## config.mk

```make
export PLATFORM = sky130hd
export DESIGN_NAME = pipe_ctrl
export DESIGN_NICKNAME = d
export VERILOG_FILES = /design/src/rtl/pipe_ctrl.sv
export SDC_FILE = /design/constraint.sdc
export NUM_CORES = 1
export LEC_CHECK = 0
export ABC_CLOCK_PERIOD_IN_PS = 4500
export BUFFER_PORTS_ARGS = -buffer_cell sky130_fd_sc_hd__buf_2
export CORE_ASPECT_RATIO = 1.75
export CORE_MARGIN = 1.5
export CORE_UTILIZATION = 45
export CTS_CLUSTER_DIAMETER = 80
export DETAILED_ROUTE_END_ITERATION = 12
export GPL_TIMING_DRIVEN = 0
export PLACE_DENSITY = 0.78
export RECOVER_POWER = 25
export SETUP_SLACK_MARGIN = 0.1
export SLEW_MARGIN = 20
export SYNTH_ARGS = -nofsm -noshare
export SYNTH_HDL_FRONTEND = slang
export SYNTH_SLANG_ARGS = --single-unit
```

## constraint.sdc

```tcl
create_clock -name clk -period 4.5 [get_ports clk]
set_clock_uncertainty 0.2 [all_clocks]
set_input_delay 1.35 -clock clk [delete_from_list [all_inputs] [get_ports clk]]
set_output_delay 1.35 -clock clk [all_outputs]
set_load 0.02 [all_outputs]
```

## src/rtl/pipe_ctrl.sv

```systemverilog
// ----------------------------------------------------------------------------
// pipe_ctrl
// Central pipeline sequencer for the 5-stage RV32I core.
//   - Merges stall requests from IF/ID/EX/MEM into a 6-bit hold vector
//     (bit0 PC, bit1 IF_ID, bit2 ID_EX, bit3 EX_MEM, bit4 MEM_WB, bit5 WB).
//     The deepest requester wins; bit5 is never set.
//   - Sequences taken-branch flushes and PC redirects. A flush is deferred
//     while EX is frozen, and a redirect is held until the PC is free to load.
//   - Keeps saturating stall-cycle and flush counters for performance debug.
//
// Ports:
//   clk, rst           clock, synchronous active-high reset
//   req_if/id/ex/mem   per-stage stall requests
//   br_taken/target    taken branch resolved in EX and its target
//   clr_cnt            synchronous clear of both counters
//   stall              hold vector to the pipeline registers
//   flush_ifid/idex    one-cycle bubble pulses
//   pc_redirect        PC loads pc_target when stall[0] is low
//   pc_target          redirect address
//   busy               flush pending or redirect outstanding
//   stall_cycles       cycles with the PC held (saturating)
//   flush_count        flushes issued (saturating)
// While rst is high every output reads as zero and requests are masked.
// ----------------------------------------------------------------------------
module pipe_ctrl #(
    parameter int CNT_W  = 32,
    parameter int ADDR_W = 32
) (
    input  logic              clk,
    input  logic              rst,
    input  logic              req_if,
    input  logic              req_id,
    input  logic              req_ex,
    input  logic              req_mem,
    input  logic              br_taken,
    input  logic [ADDR_W-1:0] br_target,
    input  logic              clr_cnt,
    output logic [5:0]        stall,
    output logic              flush_ifid,
    output logic              flush_idex,
    output logic              pc_redirect,
    output logic [ADDR_W-1:0] pc_target,
    output logic              busy,
    output logic [CNT_W-1:0]  stall_cycles,
    output logic [CNT_W-1:0]  flush_count
);

    typedef enum logic [1:0] {
        IDLE  = 2'd0,
        PEND  = 2'd1,
        REDIR = 2'd2
    } state_t;

    localparam logic [CNT_W-1:0]  CNT_ZERO  = {CNT_W{1'b0}};
    localparam logic [CNT_W-1:0]  CNT_ONE   = {{(CNT_W-1){1'b0}}, 1'b1};
    localparam logic [CNT_W-1:0]  CNT_MAX   = {CNT_W{1'b1}};
    localparam logic [ADDR_W-1:0] ADDR_ZERO = {ADDR_W{1'b0}};

    state_t            state_r;
    state_t            state_nxt_s;
    logic [ADDR_W-1:0] tgt_r;
    logic [ADDR_W-1:0] tgt_nxt_s;
    logic [ADDR_W-1:0] target_s;
    logic [5:0]        stall_s;
    logic              issue_s;
    logic              redir_s;
    logic [CNT_W-1:0]  stall_cnt_r;
    logic [CNT_W-1:0]  flush_cnt_r;

    // Stall vector: deepest requester wins; requests masked during reset.
    always_comb begin
        stall_s = 6'b000000;
        if (rst) begin
            stall_s = 6'b000000;
        end else if (req_mem) begin
            stall_s = 6'b011111;
        end else if (req_ex) begin
            stall_s = 6'b001111;
        end else if (req_id) begin
            stall_s = 6'b000111;
        end else if (req_if) begin
            stall_s = 6'b000011;
        end else begin
            stall_s = 6'b000000;
        end
    end

    // Branch sequencer: next state, target latch and flush/redirect decode.
    always_comb begin
        state_nxt_s = state_r;
        tgt_nxt_s   = tgt_r;
        target_s    = tgt_r;
        issue_s     = 1'b0;
        redir_s     = 1'b0;
        case (state_r)
            IDLE: begin
                if (br_taken) begin
                    // Target is latched either way so PEND/REDIR can replay it.
                    tgt_nxt_s = br_target;
                    if (!stall_s[3]) begin
                        issue_s     = 1'b1;
                        redir_s     = 1'b1;
                        target_s    = br_target;
                        state_nxt_s = stall_s[0] ? REDIR : IDLE;
                    end else begin
                        state_nxt_s = PEND;
                    end
                end else begin
                    state_nxt_s = IDLE;
                end
            end
            PEND: begin
                // br_taken is re-asserted by the stalled branch; ignore it here.
                if (!stall_s[3]) begin
                    issue_s     = 1'b1;
                    redir_s     = 1'b1;
                    state_nxt_s = stall_s[0] ? REDIR : IDLE;
                end else begin
                    state_nxt_s = PEND;
                end
            end
            REDIR: begin
                redir_s = 1'b1;
                if (!stall_s[0]) begin
                    state_nxt_s = IDLE;
                end else begin
                    state_nxt_s = REDIR;
                end
            end
            default: begin
                state_nxt_s = IDLE;
            end
        endcase
    end

    // State and target registers.
    always_ff @(posedge clk) begin
        if (rst) begin
            state_r <= IDLE;
            tgt_r   <= ADDR_ZERO;
        end else begin
            state_r <= state_nxt_s;
            tgt_r   <= tgt_nxt_s;
        end
    end

    // Saturating performance counters; clear beats increment.
    always_ff @(posedge clk) begin
        if (rst) begin
            stall_cnt_r <= CNT_ZERO;
            flush_cnt_r <= CNT_ZERO;
        end else if (clr_cnt) begin
            stall_cnt_r <= CNT_ZERO;
            flush_cnt_r <= CNT_ZERO;
        end else begin
            if (stall_s[0] && (stall_cnt_r != CNT_MAX)) begin
                stall_cnt_r <= stall_cnt_r + CNT_ONE;
            end
            if (issue_s && (flush_cnt_r != CNT_MAX)) begin
                flush_cnt_r <= flush_cnt_r + CNT_ONE;
            end
        end
    end

    assign stall        = stall_s;
    assign flush_ifid   = issue_s & ~rst;
    assign flush_idex   = issue_s & ~rst;
    assign pc_redirect  = redir_s & ~rst;
    assign pc_target    = rst ? ADDR_ZERO : target_s;
    assign busy         = (state_r != IDLE) & ~rst;
    assign stall_cycles = rst ? CNT_ZERO : stall_cnt_r;
    assign flush_count  = rst ? CNT_ZERO : flush_cnt_r;

endmodule
```

==> impl_metrics.py, run 1 <==
metrics = {
    "placement": {
        "dp_slack_ps": -313,
        "place_congestion": 0.941,
        "portBuffers": 144,
        "place_hpwl_um": 10700,
    },
    "clocking": {
        "clk_path_buf_depth": 2,
        "clock_sinks": 98,
        "post_cts_buffers": 0,
        "cts_tree": "built",
        "cts_made_buffers": 9,
        "clkSlewWorstSetupHoldPaths_ps": 60,
        "cts_root_buffer": "clkbuf_16",
        "cts_hold_buf": 0,
        "htree_levels": 3,
        "worstSkewPairLatency_ps": 350,
    },
    "drt": {
        "drtPass1Iterations": 4,
        "routedWlPerCell_um": 14.1,
        "dr.first_iter.drc_count": 227,
        "drt-total-wl_um": 14100,
        "vias_per_cell": 5.27,
        "route.detailed.drc": 0,
        "ant_nets": 0,
        "route.vias.total": 5258,
    },
    "power_and_ir_drop": {
        "peakVddDrop_v": 0.000223,
        "power_frac_clock": 0.386,
        "seqPwrFrac": 0.486,
        "p_switching_uw": 515,
        "leakage_uw": 0.00256,
        "swShare": 0.277,
        "p_comb_frac": 0.128,
        "p_per_area_nw_per_um2": 291,
        "p_int_uw": 1340,
    },
    "min_path": {
        "min_path_type": "flip-flop to flip-flop",
    },
    "floorplanning": {
        "start_util": 0.464,
        "die_w_um": 84.2,
        "pin_count": 146,
        "dieHeight_um": 145,
        "core_area_um2": 11200,
        "num_rows": 51,
        "die_area_um2": 12200,
    },
    "timing": {
        "tightest_slew_ps": 736,
        "max_slew_margin": 0.505,
        "setup_viol": 0,
        "hold_viol_final": 0,
        "rsz0062_at_grt": "no",
        "period_minus_slack_ps": 4270,
        "fmax_ghz": 0.234,
        "fin_crit_sh": 0.949,
        "slew_violations": 0,
        "fin_hold_ws_ps": 256,
        "fin_ws_ps": 229,
    },
    "cells_and_area": {
        "syn_to_final_growth_pct": 22.8,
        "nets": 902,
        "drive_above_1_share": 0.220,
        "final_cell_mix": "nand2_1, buf_2, dfxtp_1, nor2_1, a21oi_1",
        "final_core_util": 0.570,
        "layout_commonest_cell": "nand2_1",
    },
    "worst_setup_path": {
        "cp-end-kind": "output pin",
        "worstPathRequired_ps": 2950,
        "rrSetupSlack_ps": 2020,
        "arrival_ps": 2720,
        "criticalPathCategory": "primary input to output pin",
        "setup.worst_path.start_class": "primary input",
        "path_max_fanout": 10,
    },
    "synthesis": {
        "syn_nets": 747,
        "synthTopCellsByArea": "dfxtp_1, nand2_1, nor2b_1",
        "syn_inst": 705,
        "ys_types": 45,
        "netlist_area_um2": 5190,
        "synth_edf_count": 0,
        "yosys.area.top_type": "dfxtp_1",
        "syn-mean-instance-area_um2": 7.36,
        "ys_warn_count": 0,
        "yosys_register_bits": 98,
        "synth_top_area_frac": 0.378,
        "synth_ff_type": "dfxtp_1",
        "postSynth.asyncResetShare": 0,
        "ys_seq_area_frac": 0.378,
    },
    "flow_run": {
        "maxCapViolCount": 0,
    },
    "global_routing": {
        "grt_pass1_vias": 4828,
        "grt_max_degree": 17,
        "gr-total-overflow": 0,
        "grt_pass1_wl_um": 22800,
        "antenna_found_initial": 1,
        "grtUsageTotal": 0.228,
    },
    "outcome": {
        "outcome": "complete, no violations",
    },
}
timing repair:
item | 4_1_cts | 5_1_grt
gates resized for setup | 8 | 16
pin swaps | 0 | 0
setup endpoints to repair | 39 | 33
gates cloned | 0 | 0
critical path, cell delays in order:
cell	delay [ps]
buf_2	130
o21bai_2	250
inv_2	140
nor2_4	180
clkbuf_4	220
nand2_1	70
a21oi_1	180
buf_2	200
cells by family (layout without fill, tap and decap cells):
group | after synthesis | in the layout | synth area share
adder cells (fa/ha/maj) | 2 | 2 | 0.00482
AO/OA/AOI/OAI | 91 | 91 | 0.0965
flip-flops | 98 | 98 | 0.378
AND/OR/NAND/NOR | 411 | 411 | 0.389
multiplexers | 1 | 1 | 0.00193
other | 1 | 2 | 0.000723
XOR/XNOR | 54 | 54 | 0.0912
buffers and inverters | 47 | 206 | 0.0379
layout make-up:
class                      instances  area (um^2)
tap                              132          165
sequential                        98         1960
antenna                            1         2.50
inverter                           6         22.5
buffer                            41          191
multi-input combinational        560         3040
clock inverter                     5         41.3
timing repair buffer             144          718
fill                            1077         4800
clock buffer                      10          229
cells in the mapped netlist (4+ instances only):
master,instances
clkbuf_1,32
nor2b_1,64
a21oi_1,74
or3_1,8
nand3_1,31
buf_1,4
and4_1,5
inv_1,6
and3_1,11
nand2_1,149
dfxtp_1,98
nor2_1,81
nand4_1,25
nor4_1,7
o21ai_0,9
nor3_1,8
or2_2,4
xnor2_1,24
xor2_1,30
per-stage QoR:
| stage | instances | area [um^2] | setup TNS [ps] | total power, uW |
|---|---|---|---|---|
| 2_1_floorplan | 705 | 5190 | 0 | 1070 |
| 3_3_place_gp | 981 | 6070 | -2850 | 1150 |
| 3_5_place_dp | 981 | 6070 | -3940 | 1160 |
| 4_1_cts | 996 | 6350 | 0 | 1870 |
| 5_1_grt | 997 | 6370 | 0 | 1930 |
| 6_report | 997 | 6370 | 0 | 1860 |
final timing paths:
kind / startpoint / endpoint / depth (start not counted)
min reg2reg: tgt_r[28] / tgt_r[28] / 2
max: req_mem / pc_target[3] / 8
max reg2reg: flush_cnt_r[8] / flush_cnt_r[0] / 8
min: tgt_r[28] / tgt_r[28] / 2
flip-flops by register name (all words and copies together) (netlist names):
name	cells
stall_cnt_r	32
flush_cnt_r	32
state_r	2
tgt_r	32
power groups by stage:
stage / sequential [uW] / clock, uW / combinational (uW)
floorplan: 919 / 0 / 152
global placement: 921 / 0 / 232
detailed placement: 922 / 0 / 234
CTS: 902 / 729 / 236
global route: 904 / 769 / 261
finish: 902 / 716 / 238
per-layer routing:
metal,global-route usage,vias to the layer above,part of all wire,wire length (um)
li1,-,2659,-,-
met4,0.108,0,0.033,459
met3,0.0455,28,0.049,696
met1,0.248,2435,0.40,5620
met2,0.414,136,0.52,7310
met5,0,-,0,0
(Power assumes the default switching activity.)
==> inputs of run 2 (changes only) <==
--- a/config.mk
+++ b/config.mk
@@ -5,6 +5,7 @@
 export SDC_FILE = /design/constraint.sdc
 export NUM_CORES = 1
 export LEC_CHECK = 0
+export ABC_AREA = 1
 export ABC_CLOCK_PERIOD_IN_PS = 4500
 export BUFFER_PORTS_ARGS = -buffer_cell sky130_fd_sc_hd__buf_2
 export CORE_ASPECT_RATIO = 1.75
@@ -13,7 +14,7 @@
 export CTS_CLUSTER_DIAMETER = 80
 export DETAILED_ROUTE_END_ITERATION = 12
 export GPL_TIMING_DRIVEN = 0
-export PLACE_DENSITY = 0.78
+export PLACE_DENSITY = 0.77
 export RECOVER_POWER = 25
 export SETUP_SLACK_MARGIN = 0.1
 export SLEW_MARGIN = 20
==> run 2 against run 1 <==
Effect of this change:
- first-iteration DRC count is 60% higher
- worst hold slack better by 30 ps
- die area is 15% higher
- register-to-register slack better by 450 ps
- critical endpoint is now pc_target[22]
==> impl_metrics.py, run 2 <==
metrics = {
    "clocking": {
        "cts_resized": 1,
        "clock_sinks": 98,
        "htree_levels": 3,
        "clk_path_buf_depth": 2,
        "cts_made_buffers": 9,
        "cts_root_buffer": "clkbuf_16",
        "post_cts_buffers": 0,
        "cts_hold_buf": 0,
        "cts_tree": "built",
        "worstSkewPairLatency_ps": 340,
        "clkSlewWorstSetupHoldPaths_ps": 70,
    },
    "synthesis": {
        "netlist_area_um2": 5990,
        "postSynth.asyncResetShare": 0,
        "synth_edf_count": 0,
        "ys_warn_count": 0,
        "syn_nets": 1092,
        "synth_adder_area_share": 0.00418,
        "synth_compound_area_frac": 0.105,
        "ys_types": 28,
        "synth_top_area_frac": 0.328,
        "synthXorXnorAreaFrac": 0.00731,
        "yosys_register_bits": 98,
        "syn_inst": 1050,
        "synthTopCellsByArea": "dfxtp_1, nor2_1, nand2_1",
        "ys_seq_area_frac": 0.328,
        "syn-mean-instance-area_um2": 5.70,
        "yosys.area_share.simple": 0.438,
        "synth_most_common_cell": "nor2_1",
        "yosys.area.top_type": "dfxtp_1",
        "synthMuxAreaShare": 0,
        "synth_ff_type": "dfxtp_1",
        "synthTopCellsByCount": "nor2_1, nand2_1, inv_1, dfxtp_1, nand3_1",
        "synth_top_family_by_area": "simple AND/OR/NAND/NOR gates",
    },
    "placement": {
        "dp_slack_ps": 110,
        "place_hpwl_um": 13600,
        "place_congestion": 0.975,
        "portBuffers": 143,
    },
    "timing": {
        "fin_hold_ws_ps": 286,
        "rsz0062_at_grt": "no",
        "tightest_slew_ps": 982,
        "fmax_ghz": 0.234,
        "setup_viol": 0,
        "fin_ws_ps": 228,
        "fin_crit_sh": 0.949,
        "hold_viol_final": 0,
        "fin_setup_tns_ps": 0,
        "slew_violations": 0,
        "max_slew_margin": 0.343,
        "period_minus_slack_ps": 4270,
    },
    "drt": {
        "drtPass1Iterations": 5,
        "routedWlPerCell_um": 12.7,
        "vias_per_cell": 4.93,
        "dr.first_iter.drc_count": 363,
        "route.detailed.drc": 0,
        "route.vias.total": 6804,
        "drt-total-wl_um": 17500,
        "ant_nets": 0,
    },
    "worst_setup_path": {
        "cp-end-kind": "output pin",
        "critPathBufInv": 5,
        "setup.worst_path.start_class": "primary input",
        "criticalPathCategory": "primary input to output pin",
        "worstPathRequired_ps": 2950,
        "arrival_ps": 2720,
        "max_stage_delay_ps": 390,
        "crit_slowest_cell": "clkbuf_1",
        "path_max_fanout": 10,
        "crit_chain": "clkbuf_4 > inv_1 > o21ai_2 > inv_1 > nor2_4 > clkbuf_1 > nor2_1 > nor2_1 > buf_2",
        "path_delay_family": "buffers and inverters",
    },
    "flow_run": {
        "maxCapViolCount": 0,
    },
    "power_and_ir_drop": {
        "seqPwrFrac": 0.466,
        "power_frac_clock": 0.384,
        "finalPower_uw": 1960,
        "swShare": 0.296,
        "p_int_uw": 1380,
        "peakVddDrop_v": 0.000204,
        "leakage_uw": 0.00308,
        "p_comb_frac": 0.149,
        "p_per_area_nw_per_um2": 272,
        "p_switching_uw": 581,
    },
    "outcome": {
        "outcome": "complete, no violations",
    },
    "cells_and_area": {
        "nets": 1246,
        "syn_to_final_growth_pct": 20.4,
        "multi_input_area_um2": 3320,
        "largestRegisters": "flush_cnt_r (32), stall_cnt_r (32), tgt_r (32)",
        "final_core_util": 0.557,
        "n_fill_cell": 1441,
        "final_cell_mix": "nor2_1, nand2_1, buf_2, inv_1, dfxtp_1",
        "drive_above_1_share": 0.164,
        "antenna_cells": 0,
        "regArea_um2": 1960,
        "layout_commonest_cell": "nor2_1",
    },
    "floorplanning": {
        "num_rows": 55,
        "die_w_um": 90.2,
        "start_util": 0.463,
        "pin_count": 146,
        "core_area_um2": 12900,
        "die_area_um2": 14000,
        "dieHeight_um": 156,
    },
    "global_routing": {
        "grtUsageTotal": 0.252,
        "grt_max_degree": 19,
        "antenna_found_initial": 0,
        "gr-total-overflow": 0,
        "grt_pass1_wl_um": 28600,
        "grt_pass1_vias": 6248,
    },
    "min_path": {
        "min_path_type": "flip-flop to flip-flop",
    },
}
run 2: changes by cell type in the layout (fill, tap and decap cells not counted), moves of 14 or more:
cell and change:
o21ai_0 +54, nor2b_1 -64, inv_1 +112, xor2_1 -25, nand4_1 -15, nor2_1 +282
xnor2_1 -24, nand3_1 +34, a21oi_1 -14, nand2_1 +42
run 2: path summary, 6_finish.rpt:
path                                      from               to  slack, ps  cells past startpoint
worst min register to register      state_r[1]       state_r[0]        290                      1
worst min-delay path                state_r[1]       state_r[0]        290                      1
worst max register to register  stall_cnt_r[1]  stall_cnt_r[20]       2470                      9
worst max-delay path                       rst    pc_target[22]        230                      9
run 2: power groups by stage:
stage,Sequential (uW),Clock [uW],Combinational [uW]
floorplan,931,0,199
global placement,934,0,289
detailed placement,935,0,292
CTS,915,769,293
global route,918,805,330
finish,915,754,293
run 2: through the flow:
step           instance area (um^2)  cells
2_1_floorplan                  5990   1050
3_3_place_gp                   6920   1364
3_5_place_dp                   6920   1364
4_1_cts                        7200   1380
5_1_grt                        7210   1380
6_report                       7210   1380
run 2: final cells by class:
cell class              count  share of cell area
inverters                 122              0.0635
plain buffers              48              0.0345
clock buffers               9              0.0313
repair buffers            143              0.0991
flip-flops and latches     98               0.272
well taps                 171              0.0297
multi-input cells         782               0.461
clock inverters             7             0.00833
run 2: cell families after synthesis:
family / after synthesis
XOR/XNOR: 5
flip-flops: 98
adder cells (fa/ha/maj): 2
buffers and inverters: 170
AO/OA/AOI/OAI: 125
AND/OR/NAND/NOR: 649
other: 1
run 2: per-layer routing:
metal,up-vias,track usage,part of all wire
li1,3556,-,-
met1,3001,0.259,0.38
met5,-,0,0
met2,189,0.472,0.52
met4,0,0.162,0.057
met3,58,0.0365,0.041
